--- config.mk ---
export PLATFORM = sky130hd
export DESIGN_NAME = mtr_ebus_reader_flat
export DESIGN_NICKNAME = d
export VERILOG_FILES = /design/src/rtl/mtr_ebus_reader_if.sv /design/src/rtl/mtr_ebus_reader.sv /design/src/flat_wrapper.sv
export SDC_FILE = /design/constraint.sdc
export NUM_CORES = 1
export LEC_CHECK = 0
export CORE_ASPECT_RATIO = 1.25
export CORE_MARGIN = 2
export CORE_UTILIZATION = 47
export CTS_BUF_LIST = sky130_fd_sc_hd__clkbuf_2 sky130_fd_sc_hd__clkbuf_4 sky130_fd_sc_hd__clkbuf_8
export CTS_CLUSTER_DIAMETER = 100
export CTS_CLUSTER_SIZE = 10
export DETAILED_ROUTE_END_ITERATION = 6
export GPL_ROUTABILITY_DRIVEN = 0
export PLACE_DENSITY = 0.92
export SLEW_MARGIN = 15
export SYNTH_ARGS = -nofsm -noshare
export SYNTH_HDL_FRONTEND = slang
export SYNTH_SLANG_ARGS = --single-unit
export TNS_END_PERCENT = 20
--- constraint.sdc ---
create_clock -name clk -period 2.1 [get_ports clk]
set_input_delay 0.525 -clock clk [delete_from_list [all_inputs] [get_ports clk]]
set_output_delay 0.525 -clock clk [all_outputs]
set_load 0.02 [all_outputs]
--- src/rtl/mtr_ebus_reader_if.sv ---
// mtr_ebus_reader_if
//   Bundles the host request/response signals and the MTR-side EBUS
//   signals used by mtr_ebus_reader.
//   master : the reader (drives DIAG select, READ_MTR, honor, host results)
//   slave  : the environment (host requester plus the MTR board)
//   ebus_data / rd_data carry EBUS bits 18:35, with bit n at index 35-n.
//   Optional macro MTR_RD_RETRY_EN adds the rd_err signal.
interface mtr_ebus_reader_if;
  logic        req;
  logic [2:0]  req_sel;
  logic        busy;
  logic        done;
  logic [17:0] rd_data;
  logic [2:0]  ds;
  logic        read_mtr;
  logic [17:0] ebus_data;
  logic        mtr_int_req;
  logic        mtr_honor;
  logic        int_valid;
  logic        int_vector;
  logic [1:0]  int_incr_sel;
`ifdef MTR_RD_RETRY_EN
  logic        rd_err;
`endif

  modport master (
    input  req, req_sel, ebus_data, mtr_int_req,
    output busy, done, rd_data, ds, read_mtr, mtr_honor,
           int_valid, int_vector, int_incr_sel
`ifdef MTR_RD_RETRY_EN
    , output rd_err
`endif
  );

  modport slave (
    output req, req_sel, ebus_data, mtr_int_req,
    input  busy, done, rd_data, ds, read_mtr, mtr_honor,
           int_valid, int_vector, int_incr_sel
`ifdef MTR_RD_RETRY_EN
    , input rd_err
`endif
  );
endinterface

--- src/rtl/mtr_ebus_reader.sv ---
// mtr_ebus_reader
//   EBUS-side initiator for the meter board. Performs host DIAG reads of
//   the MTR registers (select on ds, READ_MTR strobe, sample EBUS 18:35
//   after RD_WAIT cycles) and services the MTR interrupt request (honor,
//   read interrupt-select word with ds=7, report vector/increment select).
// Ports
//   clk      : clock, all state changes on posedge
//   RESET_N  : synchronous active-low reset
//   bus      : mtr_ebus_reader_if.master (host handshake + MTR EBUS signals)
// Parameters
//   RD_WAIT   : cycles READ_MTR is held before sampling (1..15)
//   HOLDOFF   : cycles after an interrupt before mtr_int_req is looked at (0..15)
//   MAX_RETRY : extra re-reads allowed, only present with MTR_RD_RETRY_EN (1..7)
// Optional macro MTR_RD_RETRY_EN: host reads of selects 0..4 are read twice
//   and re-read until two consecutive samples agree; adds rd_err.
module mtr_ebus_reader #(
  parameter int RD_WAIT   = 2,
  parameter int HOLDOFF   = 4
`ifdef MTR_RD_RETRY_EN
  , parameter int MAX_RETRY = 3
`endif
) (
  input logic clk,
  input logic RESET_N,
  mtr_ebus_reader_if.master bus
);

  localparam logic [3:0] RD_WAIT_C = 4'(RD_WAIT);
  localparam logic [3:0] HOLDOFF_C = 4'(HOLDOFF);
`ifdef MTR_RD_RETRY_EN
  localparam logic [2:0] MAX_RETRY_C = 3'(MAX_RETRY);
`endif

  // EBUS bit n lives at index 35-n of the 18-bit vector.
  localparam int VEC_BIT  = 35 - 20;
  localparam int INCR_HI  = 35 - 21;
  localparam int INCR_LO  = 35 - 22;

  typedef enum logic [3:0] {
    IDLE,
    SETUP,
    READ,
    CAPT,
    IHONOR,
    ISETUP,
    IREAD,
    ICAPT,
    HOLD
`ifdef MTR_RD_RETRY_EN
    , CAPT2
`endif
  } state_t;

  state_t      state, state_next;
  logic [2:0]  ds_q, ds_next;
  logic        honor_q, honor_next;
  logic        done_q, done_next;
  logic        int_valid_q, int_valid_next;
  logic [17:0] rd_data_q, rd_data_next;
  logic        int_vector_q, int_vector_next;
  logic [1:0]  int_incr_q, int_incr_next;
  logic [3:0]  wait_cnt, wait_next;
  logic [3:0]  hold_cnt, hold_next;
`ifdef MTR_RD_RETRY_EN
  logic [2:0]  retry_cnt, retry_next;
  logic [17:0] sample_q, sample_next;
  logic        second_q, second_next;
  logic        rd_err_q, rd_err_next;
`endif

  // State and datapath registers; reset aborts whatever is in flight.
  always_ff @(posedge clk) begin
    if (!RESET_N) begin
      state        <= IDLE;
      ds_q         <= 3'd0;
      honor_q      <= 1'b0;
      done_q       <= 1'b0;
      int_valid_q  <= 1'b0;
      rd_data_q    <= 18'd0;
      int_vector_q <= 1'b0;
      int_incr_q   <= 2'd0;
      wait_cnt     <= 4'd0;
      hold_cnt     <= 4'd0;
`ifdef MTR_RD_RETRY_EN
      retry_cnt    <= 3'd0;
      sample_q     <= 18'd0;
      second_q     <= 1'b0;
      rd_err_q     <= 1'b0;
`endif
    end else begin
      state        <= state_next;
      ds_q         <= ds_next;
      honor_q      <= honor_next;
      done_q       <= done_next;
      int_valid_q  <= int_valid_next;
      rd_data_q    <= rd_data_next;
      int_vector_q <= int_vector_next;
      int_incr_q   <= int_incr_next;
      wait_cnt     <= wait_next;
      hold_cnt     <= hold_next;
`ifdef MTR_RD_RETRY_EN
      retry_cnt    <= retry_next;
      sample_q     <= sample_next;
      second_q     <= second_next;
      rd_err_q     <= rd_err_next;
`endif
    end
  end

  // Next-state and next-register logic. done/int_valid/rd_err default low
  // so they are single-cycle pulses.
  always_comb begin
    state_next      = state;
    ds_next         = ds_q;
    honor_next      = honor_q;
    done_next       = 1'b0;
    int_valid_next  = 1'b0;
    rd_data_next    = rd_data_q;
    int_vector_next = int_vector_q;
    int_incr_next   = int_incr_q;
    wait_next       = wait_cnt;
    hold_next       = hold_cnt;
`ifdef MTR_RD_RETRY_EN
    retry_next      = retry_cnt;
    sample_next     = sample_q;
    second_next     = second_q;
    rd_err_next     = 1'b0;
`endif

    case (state)
      IDLE: begin
        // Interrupt wins; a losing req is not latched and must be held.
        if (bus.mtr_int_req && (hold_cnt == 4'd0)) begin
          state_next = IHONOR;
        end else if (bus.req) begin
          ds_next    = bus.req_sel;
          state_next = SETUP;
`ifdef MTR_RD_RETRY_EN
          retry_next  = 3'd0;
          second_next = 1'b0;
`endif
        end
      end

      SETUP: begin
        wait_next  = RD_WAIT_C;
        state_next = READ;
      end

      READ: begin
        if (wait_cnt <= 4'd1) begin
          wait_next = 4'd0;
`ifdef MTR_RD_RETRY_EN
          state_next = second_q ? CAPT2 : CAPT;
`else
          state_next = CAPT;
`endif
        end else begin
          wait_next = wait_cnt - 4'd1;
        end
      end

      CAPT: begin
`ifdef MTR_RD_RETRY_EN
        // Free-running counters can tick mid-read, so they get a confirm read.
        if (ds_q <= 3'd4) begin
          sample_next = bus.ebus_data;
          second_next = 1'b1;
          wait_next   = RD_WAIT_C;
          state_next  = READ;
        end else begin
          rd_data_next = bus.ebus_data;
          done_next    = 1'b1;
          state_next   = IDLE;
        end
`else
        rd_data_next = bus.ebus_data;
        done_next    = 1'b1;
        state_next   = IDLE;
`endif
      end

`ifdef MTR_RD_RETRY_EN
      CAPT2: begin
        if (bus.ebus_data == sample_q) begin
          rd_data_next = bus.ebus_data;
          done_next    = 1'b1;
          state_next   = IDLE;
        end else if (retry_cnt >= MAX_RETRY_C) begin
          rd_data_next = bus.ebus_data;
          done_next    = 1'b1;
          rd_err_next  = 1'b1;
          state_next   = IDLE;
        end else begin
          retry_next  = retry_cnt + 3'd1;
          sample_next = bus.ebus_data;
          wait_next   = RD_WAIT_C;
          state_next  = READ;
        end
      end
`endif

      IHONOR: begin
        honor_next = 1'b1;
        ds_next    = 3'd7;
        state_next = ISETUP;
      end

      ISETUP: begin
        wait_next  = RD_WAIT_C;
        state_next = IREAD;
      end

      IREAD: begin
        if (wait_cnt <= 4'd1) begin
          wait_next  = 4'd0;
          state_next = ICAPT;
        end else begin
          wait_next = wait_cnt - 4'd1;
        end
      end

      ICAPT: begin
        int_vector_next = bus.ebus_data[VEC_BIT];
        int_incr_next   = bus.ebus_data[INCR_HI:INCR_LO];
        rd_data_next    = bus.ebus_data;
        int_valid_next  = 1'b1;
        honor_next      = 1'b0;
        hold_next       = HOLDOFF_C;
        state_next      = HOLD;
      end

      HOLD: begin
        // Leaving when the count reaches 1 (or is already 0) gives
        // max(HOLDOFF,1) cycles here and returns to IDLE with the count at 0.
        if (hold_cnt <= 4'd1) begin
          hold_next  = 4'd0;
          state_next = IDLE;
        end else begin
          hold_next = hold_cnt - 4'd1;
        end
      end

      default: state_next = IDLE;
    endcase
  end

  assign bus.busy         = (state != IDLE);
  assign bus.done         = done_q;
  assign bus.rd_data      = rd_data_q;
  assign bus.ds           = ds_q;
  assign bus.mtr_honor    = honor_q;
  assign bus.int_valid    = int_valid_q;
  assign bus.int_vector   = int_vector_q;
  assign bus.int_incr_sel = int_incr_q;
`ifdef MTR_RD_RETRY_EN
  assign bus.rd_err       = rd_err_q;
  assign bus.read_mtr     = (state == READ) || (state == CAPT) || (state == CAPT2) ||
                            (state == IREAD) || (state == ICAPT);
`else
  assign bus.read_mtr     = (state == READ) || (state == CAPT) ||
                            (state == IREAD) || (state == ICAPT);
`endif

endmodule
--- src/flat_wrapper.sv ---
// flat-port wrapper written by rule: the top's interface ports become plain ports
module mtr_ebus_reader_flat 
#(
  parameter int RD_WAIT   = 2,
  parameter int HOLDOFF   = 4

)
  (clk, RESET_N, bus_req, bus_req_sel, bus_ebus_data, bus_mtr_int_req, bus_busy, bus_done, bus_rd_data, bus_ds, bus_read_mtr, bus_mtr_honor, bus_int_valid, bus_int_vector, bus_int_incr_sel);
  mtr_ebus_reader_if bus_i ();
  input logic clk;
  input logic RESET_N;
  input wire logic [$bits(bus_i.req)-1:0] bus_req;
  input wire logic [$bits(bus_i.req_sel)-1:0] bus_req_sel;
  input wire logic [$bits(bus_i.ebus_data)-1:0] bus_ebus_data;
  input wire logic [$bits(bus_i.mtr_int_req)-1:0] bus_mtr_int_req;
  output wire logic [$bits(bus_i.busy)-1:0] bus_busy;
  output wire logic [$bits(bus_i.done)-1:0] bus_done;
  output wire logic [$bits(bus_i.rd_data)-1:0] bus_rd_data;
  output wire logic [$bits(bus_i.ds)-1:0] bus_ds;
  output wire logic [$bits(bus_i.read_mtr)-1:0] bus_read_mtr;
  output wire logic [$bits(bus_i.mtr_honor)-1:0] bus_mtr_honor;
  output wire logic [$bits(bus_i.int_valid)-1:0] bus_int_valid;
  output wire logic [$bits(bus_i.int_vector)-1:0] bus_int_vector;
  output wire logic [$bits(bus_i.int_incr_sel)-1:0] bus_int_incr_sel;
  assign bus_i.req = bus_req;
  assign bus_i.req_sel = bus_req_sel;
  assign bus_i.ebus_data = bus_ebus_data;
  assign bus_i.mtr_int_req = bus_mtr_int_req;
  assign bus_busy = bus_i.busy;
  assign bus_done = bus_i.done;
  assign bus_rd_data = bus_i.rd_data;
  assign bus_ds = bus_i.ds;
  assign bus_read_mtr = bus_i.read_mtr;
  assign bus_mtr_honor = bus_i.mtr_honor;
  assign bus_int_valid = bus_i.int_valid;
  assign bus_int_vector = bus_i.int_vector;
  assign bus_int_incr_sel = bus_i.int_incr_sel;
  mtr_ebus_reader #(.RD_WAIT(RD_WAIT), .HOLDOFF(HOLDOFF)) u_core (.clk(clk), .RESET_N(RESET_N), .bus(bus_i));
endmodule
==> metrics.txt, run 1 <==
drt drc=0; Syn Inst Count=194; status=finished clean; floorplan row count=24; Seq cells post-synth=39; Slew Viols, Final=0; post-route worst setup slack=0.2913 ns; hpwl dp=2621 um; worst hold path class=reg -> reg; Leakage=0.0009008 uW; slew margin rel.=0.6716; filler instances=277; FF-to-FF setup slack=0.47 ns; worst slew pin tran=0.4888 ns; die area=4064 sq um; Starting Density=0.4855; Post-Syn Nets=223; critical path's slowest cell=clkdlybuf4s50_1; Pre-antenna DRT Iters=4; Post-Layout Cell Count=288; Seq/Total Area, Yosys=0.4657; Post-CTS Hold Buffers=0; H-tree Lvls=2; Worst Path Arrival=1.28 ns; Overflow after GRT=0; gr usage total=0.1880; unrepaired setup endpoints after global routing=false; CTS root buf=clkbuf_8; fin util=0.6837; critical path peak fanout=3; Final Hold Viols=0; post-route ant nets=0; num ports=54; first-pass GRT wire length=6009 um; DP Worst Slack=0.2322 ns; clk slew on worst S/H paths=0.07 ns; Pwr Total=2364 uW; CTS max path bufs=2; Req. time, crit path=1.57 ns; n_diodes=0; WP buf/inv=1; Pwr Density=1001 nW/um^2; crit path time final=1.809 ns; initial antenna violation count=0; Port Buffers=53; yosys warns=0; CP Launch Type=flop; NumNets Final=277; Placed Cells=280; vias in the first global route=1427; Final Setup Violations=0; Post-Route WL=3709 um; Vias=1523; core area=3453 sq um; delay-heaviest family, CP=buffers and inverters; Layout Skew=0.006753 ns; peak supply drop=0.7007 mV; area delta synth->final=40.82%; CTS Buf Count=5; layout cells sized above 1=0.08434; cell area after synthesis=1677 sq um; CTS tree=built; largest net degree at the start of global routing=26; drt via density=5.288; starting DRC count in detailed routing=59; cells along the critical path=clkdlybuf4s50_1; Largest stage delay, worst path=0.62 ns; fin crit share=0.8613; Setup crit end kind=output port; Skew-Pair Late Insertion Delay=0.30 ns; post-synthesis cell type count=40; setup TNS=0 ns; Max-Cap Viols=0; Die Ht=70.78 um; die width=57.42 um; syn_area_per_cell=8.642 sq um; CTS sink count=39; Routed WL per cell=12.88 um; critical path class=reg -> out; postcts setup bufs=0; fmax=0.5529 GHz
## synth_stat cells (all sizes together)
| cell type | instances | share of area |
|---|---|---|
| and2b | 1 | 0.0045 |
| a31oi | 1 | 0.0037 |
| and4bb | 1 | 0.0075 |
| clkinv | 1 | 0.0022 |
| clkbuf | 3 | 0.0067 |
| xnor2 | 4 | 0.021 |
| a21oi | 9 | 0.027 |
| a22oi | 1 | 0.0045 |
| o311ai | 2 | 0.010 |
| o21ai | 4 | 0.012 |
| and3 | 2 | 0.0075 |
| a21boi | 15 | 0.067 |
| a211oi | 1 | 0.0045 |
| nor2 | 10 | 0.025 |
| dfxtp | 39 | 0.47 |
| nor4 | 4 | 0.015 |
| buf | 8 | 0.028 |
| o31ai | 2 | 0.0090 |
| nand2 | 46 | 0.10 |
| nand2b | 2 | 0.0075 |
| o221a | 1 | 0.0067 |
| nor3b | 2 | 0.0090 |
| o2bb2ai | 1 | 0.0052 |
| a21o | 2 | 0.0090 |
| inv | 6 | 0.013 |
| nor3 | 8 | 0.024 |
| ha | 4 | 0.030 |
| o221ai | 1 | 0.0052 |
| nand4b | 1 | 0.0052 |
| nand3 | 3 | 0.0090 |
| nor4b | 1 | 0.014 |
| and3b | 1 | 0.0052 |
| or4 | 2 | 0.011 |
| a22o | 1 | 0.0052 |
| o22ai | 1 | 0.0037 |
| nor2b | 3 | 0.011 |
## routing by layer
metal / vias up / global-route usage / wire length [um]
met2: 47 / 0.3258 / 1832
met1: 697 / 0.2144 / 1597
met3: 6 / 0.05667 / 227
met4: 0 / 0.06977 / 51
met5: - / 0 / 0
li1: 773 / - / -
## power by group
group | internal [uW] | switching, uW | leakage, uW | total, uW
logic | 375 | 411 | 0.000522 | 786
registers | 843 | 82.3 | 0.000318 | 925
clock network | 385 | 269 | 0.0000612 | 653
## layout make-up
type                    count  area [sq um]  area share
clock inverters             2         35.03     0.01484
clock buffers               6         82.58     0.03498
inverters                   7         26.28     0.01113
well taps                  39         48.80     0.02067
multi-input cells         137         812.0      0.3439
flip-flops and latches     39         783.3      0.3317
repair buffers             58         573.1      0.2427
## flip-flops by register name, summed over array words and instances (netlist names)
register / flops
u_core.bus.int_vector: 1
u_core.bus.int_valid: 1
u_core.state: 4
u_core.bus.ds: 3
u_core.bus.done: 1
u_core.bus.rd_data: 18
u_core.bus.mtr_honor: 1
u_core.bus.int_incr_sel: 2
u_core.wait_cnt: 4
u_core.hold_cnt: 4
## repair_timing
action / CTS / global route
gates cloned: 0 / 0
gates resized for setup: 2 / 2
setup endpoints to repair: 2 / 2
## placed cells by master (no fill, tap or decap), types with 3 or more instances in the layout
cell type,synthesis,final
a21boi_1,15,15
nand3_1,3,3
buf_4,0,5
o21ai_0,4,4
ha_1,4,4
nand2_1,45,45
xnor2_1,4,4
nor2b_1,3,3
clkbuf_8,0,6
a21oi_1,9,9
nor2_1,8,8
clkdlybuf4s50_1,0,51
dfxtp_1,39,37
nor3_1,8,8
inv_1,6,6
nor4_1,4,4
## through the flow
| stage | instance area, sq um | hold slack (ns) |
|---|---|---|
| global route | 2361 | 0.4732 |
| detailed placement | 2236 | 0.4446 |
| CTS | 2356 | 0.4549 |
| floorplan | 1677 | 0.4672 |
| finish | 2361 | 0.4518 |
| global placement | 2236 | 0.4395 |
## worst paths after layout
kind,startpoint,end,cells past startpoint
hold / removal,u_core.bus.rd_data[7]$_SDFFE_PN0P_,u_core.bus.rd_data[7]$_SDFFE_PN0P_,2
hold reg to reg,u_core.bus.rd_data[7]$_SDFFE_PN0P_,u_core.bus.rd_data[7]$_SDFFE_PN0P_,2
setup reg to reg,u_core.hold_cnt[0]$_SDFFE_PN0P_,u_core.bus.ds[1]$_SDFFE_PN0P_,6
setup / recovery,u_core.bus.ds[0]$_SDFFE_PN0P_,bus_ds[0],1
## logic make-up after synthesis
logic type,share of synthesized area
simple gates,0.2604
flops,0.4657
fa+ha+maj,0.02985
xor+xnor,0.02089
buf+inv,0.04999
compound gates,0.1731
Power figures use the tool's default switching activity.
==> run 2, diff against run 1 <==
Settings changed: PLACE_DENSITY 0.92 to 0.82.
==> run 2 against run 1 <==
  * Cell count up 0.35%
  * Critical path type unchanged
  * Via count up 1.2%
  * Largest cell class unchanged
  * Total power down 0.50%
==> metrics.txt, run 2 (same netlist as run 1, synthesis figures left out) <==
CTS root buf=clkbuf_8; Overflow after GRT=0 (unchanged); fin util=0.6833 (about the same); starting DRC count in detailed routing=84 (+42%); NumNets Final=278 (+0.36%); worst hold path class=reg -> reg; area delta synth->final=40.75% (about the same); Die Ht=70.78 um (unchanged); most frequent cells in the layout=52 x clkdlybuf4s50_1, 45 x nand2_1, 38 x dfxtp_1; first-pass GRT wire length=6223 um (+3.6%); routing usage on met2=0.3359 (+0.01010); FF-to-FF setup slack=0.41 ns (-0.06 ns); Layout Skew=0.006469 ns (-0.0002842 ns); H-tree Lvls=2 (unchanged); Max-Cap Viols=0 (unchanged); Pre-antenna DRT Iters=5 (+1); CTS tree=built; fin crit share=0.9760 (+0.1147); hpwl dp=2692 um (+2.7%); WP buf/inv=1 (unchanged); worst slew pin tran=0.4935 ns (+0.004672 ns); unrepaired setup endpoints after global routing=false; post-route ant nets=0 (unchanged); max reg flops=18 (unchanged); CTS sink count=39 (unchanged); die width=57.42 um (unchanged); Pwr Density=996.8 nW/um^2 (-0.45%); GRT met3 Usage=0.04753 (-0.009141); Worst Path Arrival=1.52 ns (+0.24 ns); worst hold slack=0.4528 ns (+0.0009650 ns); Largest stage delay, worst path=0.61 ns (about the same); Final Setup Violations=0 (unchanged); critical path peak fanout=9 (+6); initial antenna violation count=0 (unchanged); critical path's slowest cell=clkdlybuf4s50_1; core area=3453 sq um (unchanged); Skew-Pair Late Insertion Delay=0.30 ns (about the same); delay-heaviest family, CP=buffers and inverters; Req. time, crit path=1.57 ns (about the same); Post-Route WL=3799 um (+2.4%); Vias=1541 (+1.2%); Setup crit end kind=output port; slew margin rel.=0.6686 (-0.002971); most common cell after layout, fill and taps aside=clkdlybuf4s50_1; CTS max path bufs=2 (unchanged); Final Hold Viols=0 (unchanged); status=finished clean; crit path time final=2.049 ns (+0.2408 ns); Starting Density=0.4855 (unchanged); gr usage total=0.1918 (+0.003723); Routed WL per cell=13.15 um (+2.1%); Pwr Total=2352 uW (-0.50%); peak supply drop=0.7803 mV (+11%); fmax=0.4879 GHz (-12%); busiest grt layer=met2; Port Buffers=53 (unchanged); setup TNS=0 ns (unchanged); CP Launch Type=flop; n_diodes=0 (unchanged); num ports=54 (unchanged); clk slew on worst S/H paths=0.07 ns (about the same); die area=4064 sq um (unchanged); vias in the first global route=1427 (unchanged); drt via density=5.332 (+0.83%); cells along the critical path=nor2_1, nand2_1, clkdlybuf4s50_1; drt drc=0 (unchanged); Slew Viols, Final=0 (unchanged); floorplan row count=24 (unchanged); Leakage=0.0008941 uW (-0.74%); layout cells sized above 1=0.08400 (-0.0003373); largest net degree at the start of global routing=26 (unchanged); CTS Buf Count=5 (unchanged); GRT met1 Usage=0.2180 (+0.003544); critical path class=reg -> out
[run 2: changes by cell type in the layout (fill, tap and decap cells not counted), sizes merged]
cell	delta
buf	+1
clkbuf	-1
clkdlybuf4s50	+1
clkinv	+1
dlymetal6s2s	-1
[run 2: worst paths after layout]
kind / cells after the start / start / end
hold reg to reg: 2 / u_core.bus.rd_data[9]$_SDFFE_PN0P_ / u_core.bus.rd_data[9]$_SDFFE_PN0P_
hold / removal: 2 / u_core.bus.rd_data[9]$_SDFFE_PN0P_ / u_core.bus.rd_data[9]$_SDFFE_PN0P_
setup / recovery: 3 / u_core.state[1]$_SDFFE_PN0P_ / bus_busy
setup reg to reg: 6 / u_core.hold_cnt[0]$_SDFFE_PN0P_ / u_core.bus.ds[0]$_SDFFE_PN0P_
[run 2: per-layer routing]
layer,up-vias,wire (um),share of wire
met3,12,270,0.071
met1,698,1537,0.40
li1,773,-,-
met4,0,86,0.023
met2,58,1904,0.50
met5,-,0,0
[run 2: timing repair]
item / 4_1_cts / 5_1_grt
buffers inserted: 0 / 0
hold buffers: 0 / 0
endpoints found under the setup margin: 2 / 1
gates resized for setup: 1 / 1
[run 2: power breakdown]
group	switching, uW	internal (uW)
Sequential	82.9	843
Clock	275	354
Combinational	421	377
[run 2: final cells by class]
class	count	area, sq um
Timing Repair Buffer	59	578.1
Multi-Input combinational cell	137	812.0
Clock buffer	5	68.82
Fill cell	315	1094
Clock inverter	3	43.79
Sequential cell	39	782.0
Inverter	7	26.28
Tap cell	39	48.80
[run 2: worst reg2reg max path, cell delays in order, from the launching register on]
cell	delay (ns)
dfxtp_1	0.41
inv_1	0.07
ha_1	0.24
and4bb_2	0.29
nand2b_1	0.20
nor4_1	0.29
nor3_1	0.09
[run 2: through the flow]
stage	cells	area, sq um	worst slack [ns]
6_report	289	2360	0.05050
4_1_cts	289	2357	0.02834
3_5_place_dp	281	2243	0.2154
5_1_grt	289	2360	0.0007120
2_1_floorplan	194	1677	0.6247
3_3_place_gp	281	2243	0.2547
==> run 3, diff against run 2 <==
Settings changed: CTS_CLUSTER_SIZE 10 to 28.
==> results of run 3 <==
Final layout, timing and power as in run 2 (identical DEF).
